### src/rtl/idli_pkg.sv
// Shared types and constants for the idli core.
// Holds the nibble datapath type and the UART receiver state encoding.
package idli_pkg;

    typedef logic [3:0] sqi_data_t;

    typedef enum logic [2:0] {
        IDLE,
        START,
        DATA,
        STOP,
        BREAK
    } urx_state_t;

    localparam int unsigned URX_FIFO_DEPTH = 2;

endpackage

### src/rtl/idli_urx_fifo_m.sv
// Small byte FIFO for the UART receiver with a nibble-serial read port.
// The head byte is read low nibble first; it is popped on the second accept.
module idli_urx_fifo_m
    import idli_pkg::*;
(
    input  logic       i_fifo_gck,
    input  logic       i_fifo_rst,
    input  logic       i_fifo_push,
    input  logic [7:0] i_fifo_data,
    input  logic       i_fifo_acp,
    output sqi_data_t  o_fifo_data,
    output logic       o_fifo_empty,
    output logic       o_fifo_full,
    output logic       o_fifo_pop
);

    // Pointers wrap naturally, so the depth must stay a power of two.
    localparam int unsigned PtrW = (URX_FIFO_DEPTH > 1) ? $clog2(URX_FIFO_DEPTH) : 1;
    localparam int unsigned CntW = $clog2(URX_FIFO_DEPTH + 1);

    logic [7:0]      mem_q [URX_FIFO_DEPTH];
    logic [7:0]      mem_d [URX_FIFO_DEPTH];
    logic [PtrW-1:0] rd_q, rd_d;
    logic [PtrW-1:0] wr_q, wr_d;
    logic [CntW-1:0] cnt_q, cnt_d;
    logic            ns_q, ns_d;
    logic            acc;
    logic            wr_en;
    logic [7:0]      head;

    assign o_fifo_empty = (cnt_q == '0);
    assign o_fifo_full  = (cnt_q == CntW'(URX_FIFO_DEPTH));
    assign head         = mem_q[rd_q];

    always_comb begin
        acc        = !o_fifo_empty && i_fifo_acp;
        o_fifo_pop = acc && ns_q;
        // A pop in the same cycle frees the slot the push needs.
        wr_en      = i_fifo_push && (!o_fifo_full || o_fifo_pop);

        mem_d = mem_q;
        if (wr_en) begin
            mem_d[wr_q] = i_fifo_data;
        end

        rd_d  = rd_q + PtrW'(o_fifo_pop);
        wr_d  = wr_q + PtrW'(wr_en);
        cnt_d = cnt_q + CntW'(wr_en) - CntW'(o_fifo_pop);
        ns_d  = acc ? !ns_q : ns_q;

        if (o_fifo_empty) begin
            o_fifo_data = '0;
        end else begin
            o_fifo_data = ns_q ? head[7:4] : head[3:0];
        end
    end

    always_ff @(posedge i_fifo_gck) begin
        if (i_fifo_rst) begin
            mem_q <= '{default: '0};
            rd_q  <= '0;
            wr_q  <= '0;
            cnt_q <= '0;
            ns_q  <= 1'b0;
        end else begin
            mem_q <= mem_d;
            rd_q  <= rd_d;
            wr_q  <= wr_d;
            cnt_q <= cnt_d;
            ns_q  <= ns_d;
        end
    end

endmodule

### src/rtl/idli_uart_rx_m.sv
// 8N1 UART receiver: synchroniser, mid-bit sampling FSM and sticky error flags.
// Received bytes go through a two-entry FIFO and leave as a nibble stream.
module idli_uart_rx_m
    import idli_pkg::*;
#(
    parameter int unsigned CLKS_PER_BIT = 16
) (
    input  logic      i_urx_gck,
    input  logic      i_urx_rst,
    input  logic      i_urx_rx,
    output sqi_data_t o_urx_data,
    output logic      o_urx_vld,
    input  logic      i_urx_acp,
    output logic      o_urx_busy,
    output logic      o_urx_ovf,
    output logic      o_urx_ferr,
    input  logic      i_urx_clr
);

    if ((CLKS_PER_BIT % 2 != 0) || (CLKS_PER_BIT < 4)) begin : g_bad_clks_per_bit
        $error("CLKS_PER_BIT must be even and at least 4");
    end

    localparam int unsigned CntW = $clog2(CLKS_PER_BIT);
    localparam logic [CntW-1:0] CntLast = CntW'(CLKS_PER_BIT - 1);
    localparam logic [CntW-1:0] CntHalf = CntW'(CLKS_PER_BIT / 2 - 1);

    urx_state_t      state_q, state_d;
    logic [CntW-1:0] cnt_q, cnt_d;
    logic [2:0]      idx_q, idx_d;
    logic [7:0]      shift_q, shift_d;
    logic            push_q, push_d;
    logic            ferr_q, ferr_d;
    logic            ovf_q, ovf_d;
    logic            rx_s1_q;
    logic            rxs_q;
    logic            ferr_set;
    logic            fifo_empty;
    logic            fifo_full;
    logic            fifo_pop;

    always_comb begin
        state_d  = state_q;
        cnt_d    = cnt_q + CntW'(1);
        idx_d    = idx_q;
        shift_d  = shift_q;
        push_d   = 1'b0;
        ferr_set = 1'b0;

        unique case (state_q)
            IDLE: begin
                cnt_d = '0;
                if (!rxs_q) begin
                    state_d = START;
                end
            end
            START: begin
                if (cnt_q == CntHalf) begin
                    cnt_d   = '0;
                    idx_d   = 3'd0;
                    state_d = rxs_q ? IDLE : DATA;
                end
            end
            DATA: begin
                if (cnt_q == CntLast) begin
                    cnt_d   = '0;
                    shift_d = {rxs_q, shift_q[7:1]};
                    idx_d   = idx_q + 3'd1;
                    if (idx_q == 3'd7) begin
                        state_d = STOP;
                    end
                end
            end
            STOP: begin
                if (cnt_q == CntLast) begin
                    cnt_d = '0;
                    if (rxs_q) begin
                        push_d  = 1'b1;
                        state_d = IDLE;
                    end else begin
                        ferr_set = 1'b1;
                        state_d  = BREAK;
                    end
                end
            end
            BREAK: begin
                // Hold here until the line recovers so a long low reports once.
                cnt_d = '0;
                if (rxs_q) begin
                    state_d = IDLE;
                end
            end
            default: begin
                cnt_d   = '0;
                state_d = IDLE;
            end
        endcase

        ferr_d = ferr_set || (ferr_q && !i_urx_clr);
        ovf_d  = (push_q && fifo_full && !fifo_pop) || (ovf_q && !i_urx_clr);
    end

    always_ff @(posedge i_urx_gck) begin
        if (i_urx_rst) begin
            rx_s1_q <= 1'b1;
            rxs_q   <= 1'b1;
            state_q <= IDLE;
            cnt_q   <= '0;
            idx_q   <= 3'd0;
            shift_q <= 8'h00;
            push_q  <= 1'b0;
            ferr_q  <= 1'b0;
            ovf_q   <= 1'b0;
        end else begin
            rx_s1_q <= i_urx_rx;
            rxs_q   <= rx_s1_q;
            state_q <= state_d;
            cnt_q   <= cnt_d;
            idx_q   <= idx_d;
            shift_q <= shift_d;
            push_q  <= push_d;
            ferr_q  <= ferr_d;
            ovf_q   <= ovf_d;
        end
    end

    idli_urx_fifo_m u_fifo (
        .i_fifo_gck   (i_urx_gck),
        .i_fifo_rst   (i_urx_rst),
        .i_fifo_push  (push_q),
        .i_fifo_data  (shift_q),
        .i_fifo_acp   (i_urx_acp),
        .o_fifo_data  (o_urx_data),
        .o_fifo_empty (fifo_empty),
        .o_fifo_full  (fifo_full),
        .o_fifo_pop   (fifo_pop)
    );

    assign o_urx_vld  = !fifo_empty;
    assign o_urx_busy = (state_q != IDLE);
    assign o_urx_ferr = ferr_q;
    assign o_urx_ovf  = ovf_q;

endmodule
### config.mk
export PLATFORM = sky130hd
export DESIGN_NAME = idli_uart_rx_m
export DESIGN_NICKNAME = d
export VERILOG_FILES = /design/src/rtl/idli_pkg.sv /design/src/rtl/idli_urx_fifo_m.sv /design/src/rtl/idli_uart_rx_m.sv
export SDC_FILE = /design/constraint.sdc
export NUM_CORES = 1
export LEC_CHECK = 0
export CAP_MARGIN = 0
export CORE_MARGIN = 4
export CORE_UTILIZATION = 35
export CTS_CLUSTER_SIZE = 8
export DETAILED_ROUTE_END_ITERATION = 6
export SYNTH_ARGS = -nofsm -noshare
export SYNTH_HDL_FRONTEND = slang
export SYNTH_SLANG_ARGS = --single-unit
### constraint.sdc
create_clock -name i_urx_gck -period 1.8 [get_ports i_urx_gck]
set_input_delay 0.45 -clock i_urx_gck [delete_from_list [all_inputs] [get_ports i_urx_gck]]
set_output_delay 0.45 -clock i_urx_gck [all_outputs]
set_load 0.02 [all_outputs]
# --- After elaboration in Yosys (flattened, before gate mapping) ---
# Index checks and enable logic that the tools add are counted.
totals:
  reg_bits: 44
  input_bits: 5
  output_inout_bits: 8
  wordCells: 94
classes:
  n_addsub: 6
  magnitude_cmp: 3
  n_eq_ne: 14
  n_mux: 27
  n_bitwise: 4
  n_reduce_logical: 25
ops:
  columns: ["op", "count"]
  rows:
  - ["8-bit two-way mux", 4]
  - ["3-bit two-way mux", 9]
  - ["16-bit bitwise mux", 1]
  - ["4-bit two-way mux", 4]
  - ["3-bit case mux with 5 select lines", 1]
  - ["2-bit != test (second input constant)", 6]
  - ["8-bit demux with 1-bit select", 1]
  - ["1-bit logical AND", 8]
  - ["4-bit case mux with 2 select lines", 1]
  - ["3-bit by 2-bit == test with 1-bit output (second input constant)", 2]
  - ["3-bit == test (second input constant)", 2]
  - ["3-bit case mux with 2 select lines", 1]
  - ["6-bit AND reduction", 1]
  - ["1-bit logical NOT", 5]
  - ["4-bit by 1-bit adder with 4-bit output (second input constant)", 1]
  - ["4-bit by 3-bit == test with 1-bit output (second input constant)", 1]
  - ["4-bit == test (second input constant)", 1]
  - ["2-bit >= comparator (second input constant)", 2]
  - ["1-bit two-way mux", 4]
  - ["1-bit NOT with 2-bit output", 2]
  - ["3-bit by 1-bit adder with 3-bit output (second input constant)", 1]
  - ["3-bit by 1-bit == test with 1-bit output (second input constant)", 1]
  - ["3-bit logical NOT", 1]
  - ["1-bit logical OR", 3]
  - ["14 further kinds", 16]

# --- Logic depth before layout (Yosys ltp) ---
# Gate-level depths: netlist of the first run.
depth:
  word_depth: 8
  ltp_mapped: 7
  ltp_nobuf: 5

# --- Hierarchy ---
# From an unflattened synthesis of the first run, not the netlist that was laid out.
unflattened:
  cells_unflattened: 200
  hier_area_um2: 2018.2
modules_own_cells:
  columns: ["module", "instances", "cells_per_inst", "area_each_um2"]
  rows:
  - ["idli_uart_rx_m", 1, 111, 1071.0]
  - ["idli_urx_fifo_m", 1, 89, 947.2]

# --- Least setup slack after synthesis of the first run ---
# No wires, ideal clock.
synth_timing:
  path_kind: "register -> register"
  start: "reg u_fifo.ns_q"
  end: "reg u_fifo.mem_q[10] in the netlist's numbering"
  arrival_ns: 1.714
  required_time_ns: 1.672
  slack_ns: -0.041
  path_stages_with_launch: 8
  synth_period_minus_slack_ns: 1.841
  cell_sequence: "dfxtp_1 -> buf_2 -> nand2_1 -> a21boi_0 -> ha_1 -> clkbuf_1 -> mux2i_1 -> nor2_1"
synth_between:
  elab_chain_cells: 3
synth_rtl:
  columns: ["element", "line_no", "source"]
  rows:
  - ["start, declared", "idli_urx_fifo_m.sv:26", "logic ns_q, ns_d;"]
  - ["start signal, assigned", "idli_urx_fifo_m.sv:70", "ns_q <= ns_d;"]
  - ["1-bit logical AND", "idli_urx_fifo_m.sv:37", "o_fifo_pop = acc && ns_q;"]
  - ["1-bit logical OR", "idli_urx_fifo_m.sv:39", "wr_en = i_fifo_push && (!o_fifo_full || o_fifo_pop);"]
  - ["1-bit logical AND", "idli_urx_fifo_m.sv:39", null]
  - ["end signal, assigned", "idli_urx_fifo_m.sv:66", "mem_q <= mem_d;"]
  - ["end, declared", "idli_urx_fifo_m.sv:21", "logic [7:0] mem_q [URX_FIFO_DEPTH];"]
# Every way passes these cells.
# A chain may end at the register's enable or synchronous reset.

# --- Final worst setup path of the first run ---
layout_timing:
  start: "reg u_fifo.ns_q"
  end: "out o_urx_data[0]"
layout_between:
  elab_chain_cells: 2
layout_rtl:
  columns: ["element", "line_no", "source"]
  rows:
  - ["4-bit two-way mux", "idli_urx_fifo_m.sv:54", "o_fifo_data = ns_q ? head[7:4] : head[3:0];"]
  - ["4-bit two-way mux", "idli_urx_fifo_m.sv:51", "if (o_fifo_empty) begin"]
  - ["end, declared", "idli_uart_rx_m.sv:11", "output sqi_data_t o_urx_data,"]
# Every way passes these cells.

==> results of run 1 <==
==> critical path: cells and delay by family, from the launching register on <==
kind / cells / cell delay, ns
mux: 1 / 0.51
flops: 1 / 0.40
simple gates: 1 / 0.14
buf+inv: 1 / 0.13
==> per-stage QoR <==
stage          hold slack, ns   util
2_1_floorplan           0.389      -
3_3_place_gp            0.393  0.425
3_5_place_dp            0.400  0.425
4_1_cts                 0.423  0.446
5_1_grt                 0.431  0.457
6_report                0.419  0.457
==> final cells by class <==
class                   instances  share of cell area
clock buffers                   5              0.0288
clock inverters                 3              0.0199
inverters                       7              0.0110
multi-input cells             136               0.420
flip-flops and latches         44               0.370
well taps                      70              0.0366
repair buffers                 27               0.114
==> sequential cells by signal, summed over array words and instances (netlist names) <==
register      count
o_urx_ovf         1
u_fifo.mem_q     16
o_urx_ferr        1
state_q           3
u_fifo.rd_q       1
u_fifo.cnt_q      2
u_fifo.ns_q       1
shift_q           8
idx_q             3
rxs_q             1
cnt_q             4
push_q            1
u_fifo.wr_q       1
rx_s1_q           1
==> kinds of logic (layout without fill, tap and decap cells) <==
family                     Yosys count  count (layout)
xor gates and xnor gates             4               4
AOI/OAI and AO/OA                   29              29
muxes                               25              25
buffers and inverters               20              42
DFF                                 44              44
adders and majority gates            6               6
and+or+nand+nor                     72              72
==> path summary, 6_finish.rpt <==
kind,endpoint,cells after the start
setup / recovery,o_urx_data[0],3
hold / removal,rxs_q,1
setup reg to reg,u_fifo.cnt_q[1],6
hold reg to reg,rxs_q,1
==> repair_timing <==
| action | 4_1_cts | 5_1_grt |
|---|---|---|
| setup endpoints to repair | 23 | 13 |
| setup buffers | 0 | 1 |
| gates resized for setup | 23 | 15 |
| pin swaps | 0 | 1 |
==> cells in the final DEF (no fill, tap or decap), drive strengths merged, types with 3 or more instances in the layout <==
cell type	count
nor2	24
clkdlybuf4s50	5
clkbuf	5
a21oi	11
xor2	3
inv	7
nor3	4
or2	3
nand3	10
mux4	4
o21ai	11
nand2b	5
nand2	6
buf	19
or3	4
mux2i	20
dfxtp	44
nor2b	6
ha	6
==> power breakdown <==
group          internal [mW]  leakage [nW]  total, mW  switching [mW]
combinational         0.0214         0.462     0.0486          0.0273
sequential             0.974         0.356      0.975         0.00141
clock                  0.418        0.0583      0.776           0.357
==> layer usage <==
layer,GRT usage,part of all wire
met1,0.163,0.50
met2,0.184,0.46
met3,0.0380,0.033
met4,0.0449,0.010
met5,0,0
==> run summary, run 1 <==
DETAILED ROUTING
--------------------------------------------------------------------------------
Average detailed-routed wire length per instance                         12.4 um
Number of nets with antenna violations after detailed routing                  0
1st-pass router iterations                                                     4
DRC marker count from the first detailed-route iteration                      41
Via count                                                                  1,422
Final Routed Wirelength                                                  3.61 mm
DRC                                                                            0
Average vias per placed instance                                            4.87

SYNTHESIS
--------------------------------------------------------------------------------
Area share of and/or/nand/nor cells after synthesis                        0.195
Cell type with the largest total area after synthesis               sky130_fd_sc_hd__dfxtp_1
Share of flip-flops with an asynchronous set or reset                          0
Number of synthesized flops with an enable pin                                 0
XOR/XNOR share of the synthesized area                                    0.0181
Top cells by count, synth                                           sky130_fd_sc_hd__dfxtp_1 (44), sky130_fd_sc_hd__nor2_1 (24), sky130_fd_sc_hd__mux2i_1 (20)
Fraction of the mapped netlist area in adder cells                        0.0387
Synth Area in Compound Gates                                              0.0922
Post-synth design cell area                                           1940 sq um
Cells after synthesis                                                        200
Biggest area contributors in the synthesized netlist                sky130_fd_sc_hd__dfxtp_1 (45%), sky130_fd_sc_hd__mux2i_1 (10%), sky130_fd_sc_hd__mux4_2 (4.6%)
Mean cell area of the mapped netlist                                  9.70 sq um
Most instantiated library cell after synthesis                      sky130_fd_sc_hd__dfxtp_1
Dominant combinational cell family by area after synthesis          simple AND/OR/NAND/NOR gates
Share of cell area taken by muxes after synthesis                          0.155
Post-synth top area share                                                  0.454
Post-synthesis sequential element count                                       44
Predominant post-synthesis flop cell                                sky130_fd_sc_hd__dfxtp_1
Synth unique cells                                                            38
Post-synthesis sequential area ratio                                       0.454
Post-Syn Nets                                                                211
Number of synthesis warnings                                                   0

GLOBAL ROUTING
--------------------------------------------------------------------------------
Wire length of the first global-routing pass                             6.40 mm
Total global-route track usage                                             0.122
Number of antenna violations at the first check in global routing              0
Largest net degree at the start of global routing                             36
Overall overflow remaining after global route                                  0
Vias in the first global route                                             1,374

PLACED DESIGN
--------------------------------------------------------------------------------
Routability Congestion                                                     0.714
Estimated wirelength of the detail-placed design                         2.46 mm
Number of placed cells counting well taps                                    283
Port Buf Inserts                                                              12
Post-place setup slack                                                 -0.382 ns
Post-detailed-placement cell area                                     2230 sq um

TIMING
--------------------------------------------------------------------------------
Share of the cycle needed by the critical path after routing                1.07
Post-route worst setup slack                                           -0.125 ns
Number of max-slew violations in the final report                              0
Hold Fails Final Rpt                                                           0
Endpoints failing setup                                                        4
Max Clock Skew                                                        0.00823 ns
Setup_tns                                                              -0.481 ns
Headroom to the max-slew limit                                             0.665
Tightest Pin Transition                                                 0.501 ns
Setup repair after global routing missed its margin                         true
Final critical-path required period                                      1.93 ns
Highest achievable clock rate                                          0.519 GHz

DIE
--------------------------------------------------------------------------------
Chip Height                                                              82.5 um
Overall die area                                                      6800 sq um
Core Region                                                           5240 sq um
Top-level I/O count                                                           13
Number of placement rows                                                      26
Die W                                                                    82.5 um
Initial cell density of the core                                           0.371

WORST SETUP PATH
--------------------------------------------------------------------------------
Cell Chain, Critical Path                                           mux4_2 -> nor2b_4 -> buf_6
CP required                                                              1.35 ns
Kind of end point of the critical path                                output pin
Critical path's largest stage delay                                      0.51 ns
Critical Path AT                                                         1.48 ns
Max stage delay cell, worst path                                    sky130_fd_sc_hd__mux4_2
Slack of the worst reg-to-reg path                                       0.10 ns
Startpoint-to-endpoint class of the critical path                     reg -> out
Startpoint of the worst setup timing path                            u_fifo.ns_q
Max Fanout on Critical Path                                                    5
Startpoint of the worst-slack reg-to-reg timing path                 u_fifo.ns_q
Kind of launch point of the worst setup path                            register

LAYOUT
--------------------------------------------------------------------------------
Synthesis-to-layout area growth                                            23.3%
Area occupied by multi-input gates                                    1000 sq um
Filler instances                                                             498
Post-layout nets                                                             232
Register area                                                          885 sq um
Non-filler instance count after layout                                       292
Final standard cell area without fillers                              2390 sq um
Ant. Diodes                                                                    0
Fraction of layout cells with a size suffix above 1                        0.207

PWR
--------------------------------------------------------------------------------
Leakage power total                                                     0.875 nW
Areal power density over the cells                                   752 nW/um^2
VDD IR-drop max                                                       0.000321 V
Overall power consumption                                                1.80 mW

CTS
--------------------------------------------------------------------------------
CTS Root Cell                                                       sky130_fd_sc_hd__clkbuf_8
Clock tree from TritonCTS                                                   done
Clock transition at the registers of the reported paths                  0.08 ns
CTS H-tree lvls                                                                2
Hold bufs inserted after CTS                                                   0
Max Buffers Root-to-Sink                                                       2
Count of clock tree sinks                                                     44
Cts bufs inserted                                                              5
Insertion delay to the later sink of the worst-skew pair                 0.30 ns

HOLD PATH
--------------------------------------------------------------------------------
Worst min path class                                                  reg -> reg
Hold_sp                                                                  rx_s1_q

STATUS
--------------------------------------------------------------------------------
Run status                                                          finished with violations
Violated checks                                                     negative setup slack

JOB
--------------------------------------------------------------------------------
Number of max-cap violations                                                   0

Power figures use the tool's default switching activity.
==> run 2, diff against run 1 <==
--- a/config.mk
+++ b/config.mk
@@ -10,6 +10,7 @@
 export CORE_UTILIZATION = 35
 export CTS_CLUSTER_SIZE = 8
 export DETAILED_ROUTE_END_ITERATION = 6
+export HOLD_SLACK_MARGIN = 0.08
 export SYNTH_ARGS = -nofsm -noshare
 export SYNTH_HDL_FRONTEND = slang
 export SYNTH_SLANG_ARGS = --single-unit
==> results of run 2 <==
Same layout as run 1: the final DEF is identical, and so are final timing and power.
